File: src/rtl/dmem_arb_pkg.sv
// dmem_arb_pkg: shared types and constants for the data-memory arbiter.
package dmem_arb_pkg;
  localparam int NUM_REQ = 2;
  localparam int WORD_BYTES = 4;
  typedef enum logic [1:0] {IDLE, ACCESS, RMW_WRITE} dmem_arb_state_t;
  typedef struct packed {
    logic                    we;
    logic [WORD_BYTES-1:0]   be;
    logic [31:0]             addr;
    logic [WORD_BYTES*8-1:0] wdata;
  } dmem_req_t;
endpackage

File: src/rtl/dmem_be_merge.sv
// dmem_be_merge: byte-lane merge, lane k taken from i_new when i_be[k] is set, else from i_old.
module dmem_be_merge
  import dmem_arb_pkg::*;
(
  input  logic [WORD_BYTES*8-1:0] i_old,
  input  logic [WORD_BYTES*8-1:0] i_new,
  input  logic [WORD_BYTES-1:0]   i_be,
  output logic [WORD_BYTES*8-1:0] o_merged
);
  for (genvar k = 0; k < WORD_BYTES; k++) begin : g_lane
    assign o_merged[8*k +: 8] = i_be[k] ? i_new[8*k +: 8] : i_old[8*k +: 8];
  end
endmodule

File: src/rtl/dmem_arbiter.sv
// dmem_arbiter: two-requester valid/ready arbiter for a full-word-write data memory, with RMW for partial stores.
// Define DMEM_ARB_RR_EN for round-robin arbitration; otherwise requester 0 has fixed priority.
module dmem_arbiter
  import dmem_arb_pkg::*;
#(
  parameter int ADDR_WIDTH = 32,
  parameter int DATA_WIDTH = 32
) (
  input  logic                                 clk_i,
  input  logic                                 rst_i,
  input  logic [NUM_REQ-1:0]                   req_valid_i,
  output logic [NUM_REQ-1:0]                   req_ready_o,
  input  logic [NUM_REQ-1:0]                   req_we_i,
  input  logic [NUM_REQ-1:0][WORD_BYTES-1:0]   req_be_i,
  input  logic [NUM_REQ-1:0][ADDR_WIDTH-1:0]   req_addr_i,
  input  logic [NUM_REQ-1:0][DATA_WIDTH-1:0]   req_wdata_i,
  output logic [NUM_REQ-1:0]                   rsp_valid_o,
  output logic [DATA_WIDTH-1:0]                rsp_rdata_o,
  output logic                                 mem_write_en_o,
  output logic [ADDR_WIDTH-1:0]                mem_addr_o,
  output logic [DATA_WIDTH-1:0]                mem_write_data_o,
  input  logic [DATA_WIDTH-1:0]                mem_read_data_i
);
  dmem_arb_state_t r_state, w_next;
  dmem_req_t r_req;
  logic r_grant, w_win, w_hs, w_partial;
  logic [DATA_WIDTH-1:0] r_old, r_rdata, w_merged;
  logic [NUM_REQ-1:0] r_rsp;
`ifdef DMEM_ARB_RR_EN
  logic r_last;
  assign w_win = &req_valid_i ? ~r_last : req_valid_i[1];
  always_ff @(posedge clk_i) begin
    if (rst_i) r_last <= 1'b1;
    else if (w_hs) r_last <= w_win;
  end
`else
  assign w_win = ~req_valid_i[0];
`endif
  assign w_hs = (r_state == IDLE) && |req_valid_i && !rst_i;
  assign req_ready_o = w_hs ? (w_win ? 2'b10 : 2'b01) : '0;
  assign w_partial = r_req.we && r_req.be != '1 && r_req.be != '0;
  dmem_be_merge u_merge (
    .i_old(r_old), .i_new(r_req.wdata), .i_be(r_req.be), .o_merged(w_merged)
  );
  always_comb begin
    w_next = IDLE;
    mem_write_en_o = 1'b0;
    mem_write_data_o = r_req.wdata;
    if (r_state == IDLE) w_next = w_hs ? ACCESS : IDLE;
    if (r_state == ACCESS) w_next = w_partial ? RMW_WRITE : IDLE;
    if (r_state == ACCESS) mem_write_en_o = r_req.we && r_req.be == '1;
    if (r_state == RMW_WRITE) mem_write_en_o = 1'b1;
    if (r_state == RMW_WRITE) mem_write_data_o = w_merged;
  end
  always_ff @(posedge clk_i) begin
    if (rst_i) begin
      r_state <= IDLE;
      r_req   <= '0;
      r_grant <= 1'b0;
      r_old   <= '0;
      r_rdata <= '0;
      r_rsp   <= '0;
    end else begin
      r_state <= w_next;
      r_rsp   <= '0;
      if (w_hs) begin
        r_grant <= w_win;
        r_req   <= '{we: req_we_i[w_win], be: req_be_i[w_win],
                     addr: 32'(req_addr_i[w_win]), wdata: req_wdata_i[w_win]};
      end
      if (r_state == ACCESS) r_old <= mem_read_data_i;
      if (r_state == ACCESS && !w_partial) begin
        r_rsp[r_grant] <= 1'b1;
        r_rdata <= r_req.we ? '0 : mem_read_data_i;
      end
      if (r_state == RMW_WRITE) begin
        r_rsp[r_grant] <= 1'b1;
        r_rdata <= '0;
      end
    end
  end
  assign rsp_valid_o = r_rsp;
  assign rsp_rdata_o = r_rdata;
  assign mem_addr_o  = ADDR_WIDTH'(r_req.addr);
endmodule

File: config.mk
export PLATFORM = sky130hd
export DESIGN_NAME = dmem_arbiter
export DESIGN_NICKNAME = d
export VERILOG_FILES = /design/src/rtl/dmem_arb_pkg.sv /design/src/rtl/dmem_be_merge.sv /design/src/rtl/dmem_arbiter.sv
export SDC_FILE = /design/constraint.sdc
export NUM_CORES = 1
export LEC_CHECK = 0
export ABC_AREA = 1
export ABC_CLOCK_PERIOD_IN_PS = 1450
export CORE_ASPECT_RATIO = 0.8
export CORE_UTILIZATION = 39
export DETAILED_ROUTE_END_ITERATION = 6
export PLACE_DENSITY_LB_ADDON = 0.3
export REMOVE_ABC_BUFFERS = 1
export SKIP_LAST_GASP = 1
export SYNTH_ARGS = -nofsm -noshare
export SYNTH_HDL_FRONTEND = slang
export SYNTH_SLANG_ARGS = --single-unit
File: constraint.sdc
create_clock -name clk_i -period 1.45 [get_ports clk_i]
set_input_delay 0.29 -clock clk_i [delete_from_list [all_inputs] [get_ports clk_i]]
set_output_delay 0.29 -clock clk_i [all_outputs]
set_load 0.005 [all_outputs]
==> results of run 1 <==
state kept, by name, indices dropped and copies added (netlist names):
name / cells
r_grant: 1
r_req: 37
r_old: 32
r_state: 2
mem_addr_o: 32
rsp_rdata_o: 32
rsp_valid_o: 2
area by class of cell:
cell class	instances	area (sq um)	area share, %
timing repair buffer	350	3740	33.5
multi-input combinational	733	3580	32.1
sequential	138	2770	24.9
clock buffer	19	443	3.97
tap	220	275	2.47
inverter	43	169	1.51
clock inverter	13	168	1.50
antenna	1	2.50	0.0224
critical path: stages, from the launching register on:
cell and delay, ns:
dfxtp_2 0.32, inv_2 0.04, nor2_4 0.11, inv_4 0.07, or2_4 0.24, buf_12 0.16
nand2_1 0.09, o21ai_2 0.06, dlygate4sd2_1 0.28
path summary, 6_finish.rpt:
kind / start / end / slack (ns) / depth (start not counted)
setup / recovery: r_state[1] / mem_write_data_o[2] / -0.62 / 8
setup reg to reg: r_state[1] / mem_addr_o[11] / -0.23 / 13
hold / removal: req_valid_i[0] / r_grant / 0.44 / 5
hold reg to reg: mem_addr_o[5] / mem_addr_o[5] / 0.46 / 2
per-stage QoR:
stage / area [sq um] / total power, W / instances / setup WS, ns / util, %
4_1_cts: 10500 / 0.0109 / 1500 / -0.621 / 62.6
5_1_grt: 11200 / 0.0115 / 1517 / -0.683 / 66.5
6_report: 11200 / 0.0111 / 1517 / -0.624 / 66.5
2_1_floorplan: 6120 / 0.00500 / 913 / -0.719 / -
3_5_place_dp: 9540 / 0.00625 / 1446 / -0.643 / 56.9
3_3_place_gp: 9540 / 0.00622 / 1446 / -0.634 / 56.9
logic make-up (layout without fill, tap and decap cells):
group / Yosys count / count (layout) / synth area share [%]
AOI/OAI and AO/OA: 169 / 169 / 14.3
buffers and inverters: 149 / 425 / 12.1
DFF: 138 / 138 / 40.8
other: 0 / 1 / 0
and+or+nand+nor: 563 / 564 / 32.8
power breakdown:
group / switching [W] / total, W / internal, W
registers: 0.000131 / 0.00418 / 0.00404
logic: 0.00111 / 0.00236 / 0.00125
clock network: 0.00176 / 0.00453 / 0.00277
total: 0.00300 / 0.0111 / 0.00807
routing by layer:
| layer | wire length [um] | GRT usage, % |
|---|---|---|
| met5 | 0 | 0 |
| met4 | 465 | 8.80 |
| met3 | 2200 | 7.49 |
| met2 | 10900 | 42.9 |
| met1 | 10700 | 32.4 |
layout by cell type, fill, tap and decap left out, types with 5 or more instances in the layout:
| master | netlist | layout |
|---|---|---|
| dlygate4sd2_1 | 0 | 85 |
| o21ai_2 | 32 | 32 |
| nor2_1 | 37 | 34 |
| o21ai_0 | 32 | 32 |
| nand3_1 | 65 | 62 |
| clkbuf_16 | 0 | 26 |
| nand2_1 | 452 | 431 |
| buf_2 | 27 | 13 |
| buf_4 | 37 | 31 |
| nand2_2 | 0 | 20 |
| inv_1 | 38 | 34 |
| buf_6 | 11 | 9 |
| buf_16 | 0 | 8 |
| clkdlybuf4s50_1 | 0 | 171 |
| dfxtp_1 | 138 | 131 |
| buf_12 | 0 | 18 |
| inv_2 | 4 | 6 |
| a21oi_2 | 0 | 59 |
| nor2_4 | 0 | 5 |
| a21oi_1 | 104 | 41 |
| dfxtp_2 | 0 | 6 |
repair_timing:
item,in CTS,in global routing
buffers inserted,17,7
resized for setup,187,114
pin swaps,15,9
setup endpoints to repair,204,140
cloned,9,9
==> results_dict.tcl, run 1 <==
set metrics [dict create \
    gp_congestion 0.815 \
    yosysTopAreaCell "dfxtp_1" \
    post-route-period-util_pct 143 \
    hold_slack_ns 0.441 \
    cts_root_buffer "clkbuf_16" \
    drv_cap 0 \
    async_flop_share_pct 0 \
    grt_pass1_wl_um 36000 \
    ys.flop_type "dfxtp_1" \
    clockBufferDepth 2 \
    coreArea_sq_um 16800 \
    dieArea_sq_um 17900 \
    synth_area_per_cell_sq_um 6.65 \
    synth_edf_count 0 \
    antenna_left 0 \
    drc 0 \
    arrival_ns 1.78 \
    areaGrowthSynthToFinish_pct 64.7 \
    worstSetupEndpointType "output pin" \
    startpoint_type "register" \
    boundaryPins 275 \
    insertion_delay_ns 0.42 \
    leakage_nw 5.05 \
    netlist_top_cells_area "dfxtp_1, nand2_1, a21oi_1" \
    drv_slew 0 \
    yosys_warnings 0 \
    track_usage_pct 26.1 \
    clk_pin_slew_worst_paths_ns 0.06 \
    synth-seq-cells 138 \
    yosys.area.top_type_share_pct 40.8 \
    hold_buffers 0 \
    setup-tns-final_ns -27.26 \
    ir_drop_v 0.000703 \
    vias 7496 \
    core.rowCount 42 \
    wl_per_cell_um 16.0 \
    cts_tree "done" \
    min_path_type "in2reg" \
    syn_inst 1019 \
    grt_setup_unrepaired "true" \
    required_ns 1.16 \
    grt_max_degree 74 \
    n_fill_cell 1526 \
    port_buffers 274 \
    critPathKind "reg2out" \
    final_hold_viol_count 0 \
    dr.pass1.iters 5 \
    max_slew_margin_pct 29.8 \
    synth_seq_area_share_pct 40.8 \
    via_per_inst 4.94 \
    yosysMostFrequentCell "nand2_1" \
    wl_um 24300 \
    max_slew.worst_pin.slew_ns 1.05 \
    finClkSkew_ns 0.00903 \
    worstPathMaxFanout 14 \
    drive_above_1_share_pct 20.9 \
    fmax_mhz 482 \
    failed_checks "negative setup slack" \
    period_minus_slack_ns 2.07 \
    cts-buffers-inserted 17 \
    fp.dieH_um 120 \
    dp_hpwl_um 14100 \
    worst_slack_ns -0.624 \
    synthTopCellsByCount "nand2_1, dfxtp_1, a21oi_1, nand3_1, inv_1" \
    synthDistinctLibCells 22 \
    grt_pass1_vias 7043 \
    nNetsFinal 1457 \
    htreeDepth 4 \
    power_density_nw_per_um2 992 \
    die_width_um 149 \
    netlist_area_sq_um 6770 \
    antenna_found_initial 1 \
    setup_viol 102 \
    start_util_pct 40.4 \
    first_iter_violations 403 \
    status "finished with violations" \
    overflow 0 \
    clock_sinks 138 \
]
Note: power is estimated with default switching activity, not from simulation.
==> run 2, diff against run 1 <==
--- a/config.mk
+++ b/config.mk
@@ -5,7 +5,6 @@
 export SDC_FILE = /design/constraint.sdc
 export NUM_CORES = 1
 export LEC_CHECK = 0
-export ABC_AREA = 1
 export ABC_CLOCK_PERIOD_IN_PS = 1450
 export CORE_ASPECT_RATIO = 0.8
 export CORE_UTILIZATION = 39
==> run 2 against run 1 <==
  * The flow still finishes with violations (negative setup slack)
  * Critical path depth down 1
  * Sequential cell count unchanged
  * Cell count decreased by 17%
  * Worst hold slack worse by 0.034 ns
  * Global-route usage up 4.5 points
  * Clock skew is 0.0021 ns higher
  * Sequential share of layout area is 3.7 points lower
  * Setup slack better by 0.029 ns
  * Clock power increased by 1%
  * Largest power group unchanged
  * First-iteration DRC count decreased by 24%
==> results_dict.tcl, run 2 <==
set metrics [dict create \
    grt_setup_unrepaired "true" \
    first_iter_violations 306 \
    cts-buffers-inserted 17 \
    use_met3_pct 7.39 \
    htreeDepth 4 \
    hold_slack_ns 0.407 \
    mostFrequentLayoutCell "clkdlybuf4s50_1" \
    use_met1_pct 39.2 \
    post-route-period-util_pct 141 \
    worstPathMaxFanout 3 \
    drv_cap 0 \
    setup_viol 173 \
    fmax_mhz 489 \
    boundaryPins 275 \
    top_usage_layer "met2" \
    period_minus_slack_ns 2.05 \
    yosysTopAreaCell "dfxtp_1" \
    grt_pass1_vias 7089 \
    leakage_nw 5.26 \
    max_slew.worst_pin.slew_ns 0.825 \
    async_flop_share_pct 0 \
    cts_tree "done" \
    via_per_inst 5.53 \
    ys.flop_type "dfxtp_1" \
    gp_congestion 0.767 \
    max_slew_margin_pct 45.0 \
    synth-seq-cells 138 \
    synth_area_per_cell_sq_um 9.67 \
    status "finished with violations" \
    yosys.area.top_type_share_pct 41.1 \
    grt_max_degree 88 \
    clk_pin_slew_worst_paths_ns 0.06 \
    wl_um 28800 \
    yosys_warnings 0 \
    areaGrowthSynthToFinish_pct 96.2 \
    vias 6920 \
    hold_buffers 0 \
    dp_hpwl_um 14000 \
    cts_root_buffer "clkbuf_16" \
    final_cells 1252 \
    netlist_top_cells_area "dfxtp_1, a211oi_2, a21oi_1" \
    nNetsFinal 1193 \
    start_util_pct 40.2 \
    ir_drop_v 0.000738 \
    drc 0 \
    antenna_found_initial 0 \
    coreArea_sq_um 16700 \
    synth_seq_area_share_pct 41.1 \
    min_path_type "in2reg" \
    startpoint_type "register" \
    dr.pass1.iters 5 \
    finClkSkew_ns 0.0111 \
    syn_inst 695 \
    wl_per_cell_um 23.0 \
    dieArea_sq_um 17800 \
    power_w 0.0128 \
    worst_slack_ns -0.595 \
    power_density_nw_per_um2 968 \
    synth_edf_count 0 \
    insertion_delay_ns 0.42 \
    ff2ff_setup_slack_ns -0.35 \
    n_antenna_cell 0 \
    required_ns 1.16 \
    largest_reg_flops 37 \
    drive_above_1_share_pct 48.0 \
    synthDistinctLibCells 25 \
    worstSetupEndpointType "output pin" \
    final_cell_mix "clkdlybuf4s50_1, dfxtp_1, a211oi_2" \
    core.rowCount 42 \
    numPlacedInstances 1132 \
    antenna_left 0 \
    largest-register "r_req" \
    yosysMostFrequentCell "a21oi_1" \
    die_width_um 149 \
    drv_slew 0 \
    overflow 0 \
    netlist_area_sq_um 6720 \
    track_usage_pct 30.5 \
    clock_sinks 138 \
    port_buffers 274 \
    use_met2_pct 50.5 \
    arrival_ns 1.76 \
    grt_pass1_wl_um 40800 \
    critPathKind "reg2out" \
    synthTopCellsByCount "a21oi_1, dfxtp_1, a211oi_2, mux2i_1, nand2_1" \
    fp.dieH_um 119 \
    final_hold_viol_count 0 \
    failed_checks "negative setup slack" \
    clockBufferDepth 2 \
]
-- run 2: worst max-delay path, cell delays in order, from the launching register on --
cell	delay, ns
dfxtp_2	0.31
nand2b_4	0.14
buf_6	0.13
nor2_4	0.09
buf_12	0.12
buf_8	0.11
mux2_4	0.30
buf_6	0.12
-- run 2: per-stage QoR --
stage	setup TNS [ns]	utilization, %	setup slack [ns]	cell area, sq um
after global routing	-59.46	78.9	-0.641	13200
after floorplan	-379.06	-	-3.86	6150
after global placement	-55.06	57.6	-0.513	9630
after CTS	-50.53	74.9	-0.618	12500
final	-50.43	78.9	-0.595	13200
after detailed placement	-58.50	57.6	-0.561	9630
-- run 2: kinds of logic after synthesis --
logic type	Yosys count	synth area share [%]
and+or+nand+nor	85	5.53
DFF	138	41.1
buffers and inverters	100	8.53
muxes	101	15.6
AOI/OAI and AO/OA	271	29.2
-- run 2: worst paths after layout --
kind | start | to | cells past startpoint
hold reg to reg | r_old[16] | r_old[16] | 2
setup / recovery | r_state[0] | mem_write_data_o[9] | 7
setup reg to reg | r_state[0] | mem_addr_o[8] | 11
hold / removal | rst_i | r_old[17] | 3
-- run 2: cell type report --
cell class	count	area [sq um]
multi-input combinational	457	4600
timing repair buffer	405	4890
tap	220	275
clock inverter	10	139
fill	1038	3530
clock buffer	22	484
sequential	138	2790
-- run 2: what timing repair did --
action / in CTS / in global routing
setup endpoints to repair: 206 / 173
cloned: 28 / 6
gates resized for setup: 502 / 136
buffers inserted: 48 / 19
hold endpoints to repair: 0 / 0
pin swaps: 138 / 57
-- run 2: layer usage --
| metal | share of wire (%) | routed length, um | vias up |
|---|---|---|---|
| met3 | 6.8 | 1950 | 36 |
| met1 | 43 | 12300 | 3418 |
| met5 | 0 | 0 | - |
| met2 | 49 | 14000 | 283 |
| li1 | - | - | 3183 |
| met4 | 1.7 | 482 | 0 |
-- run 2: where the power goes --
| group | total, W | switching, W | leakage (nW) | internal (W) |
|---|---|---|---|---|
| clock network | 0.00459 | 0.00169 | 0.306 | 0.00289 |
| registers | 0.00431 | 0.000226 | 1.14 | 0.00409 |
| logic | 0.00386 | 0.00169 | 3.81 | 0.00217 |
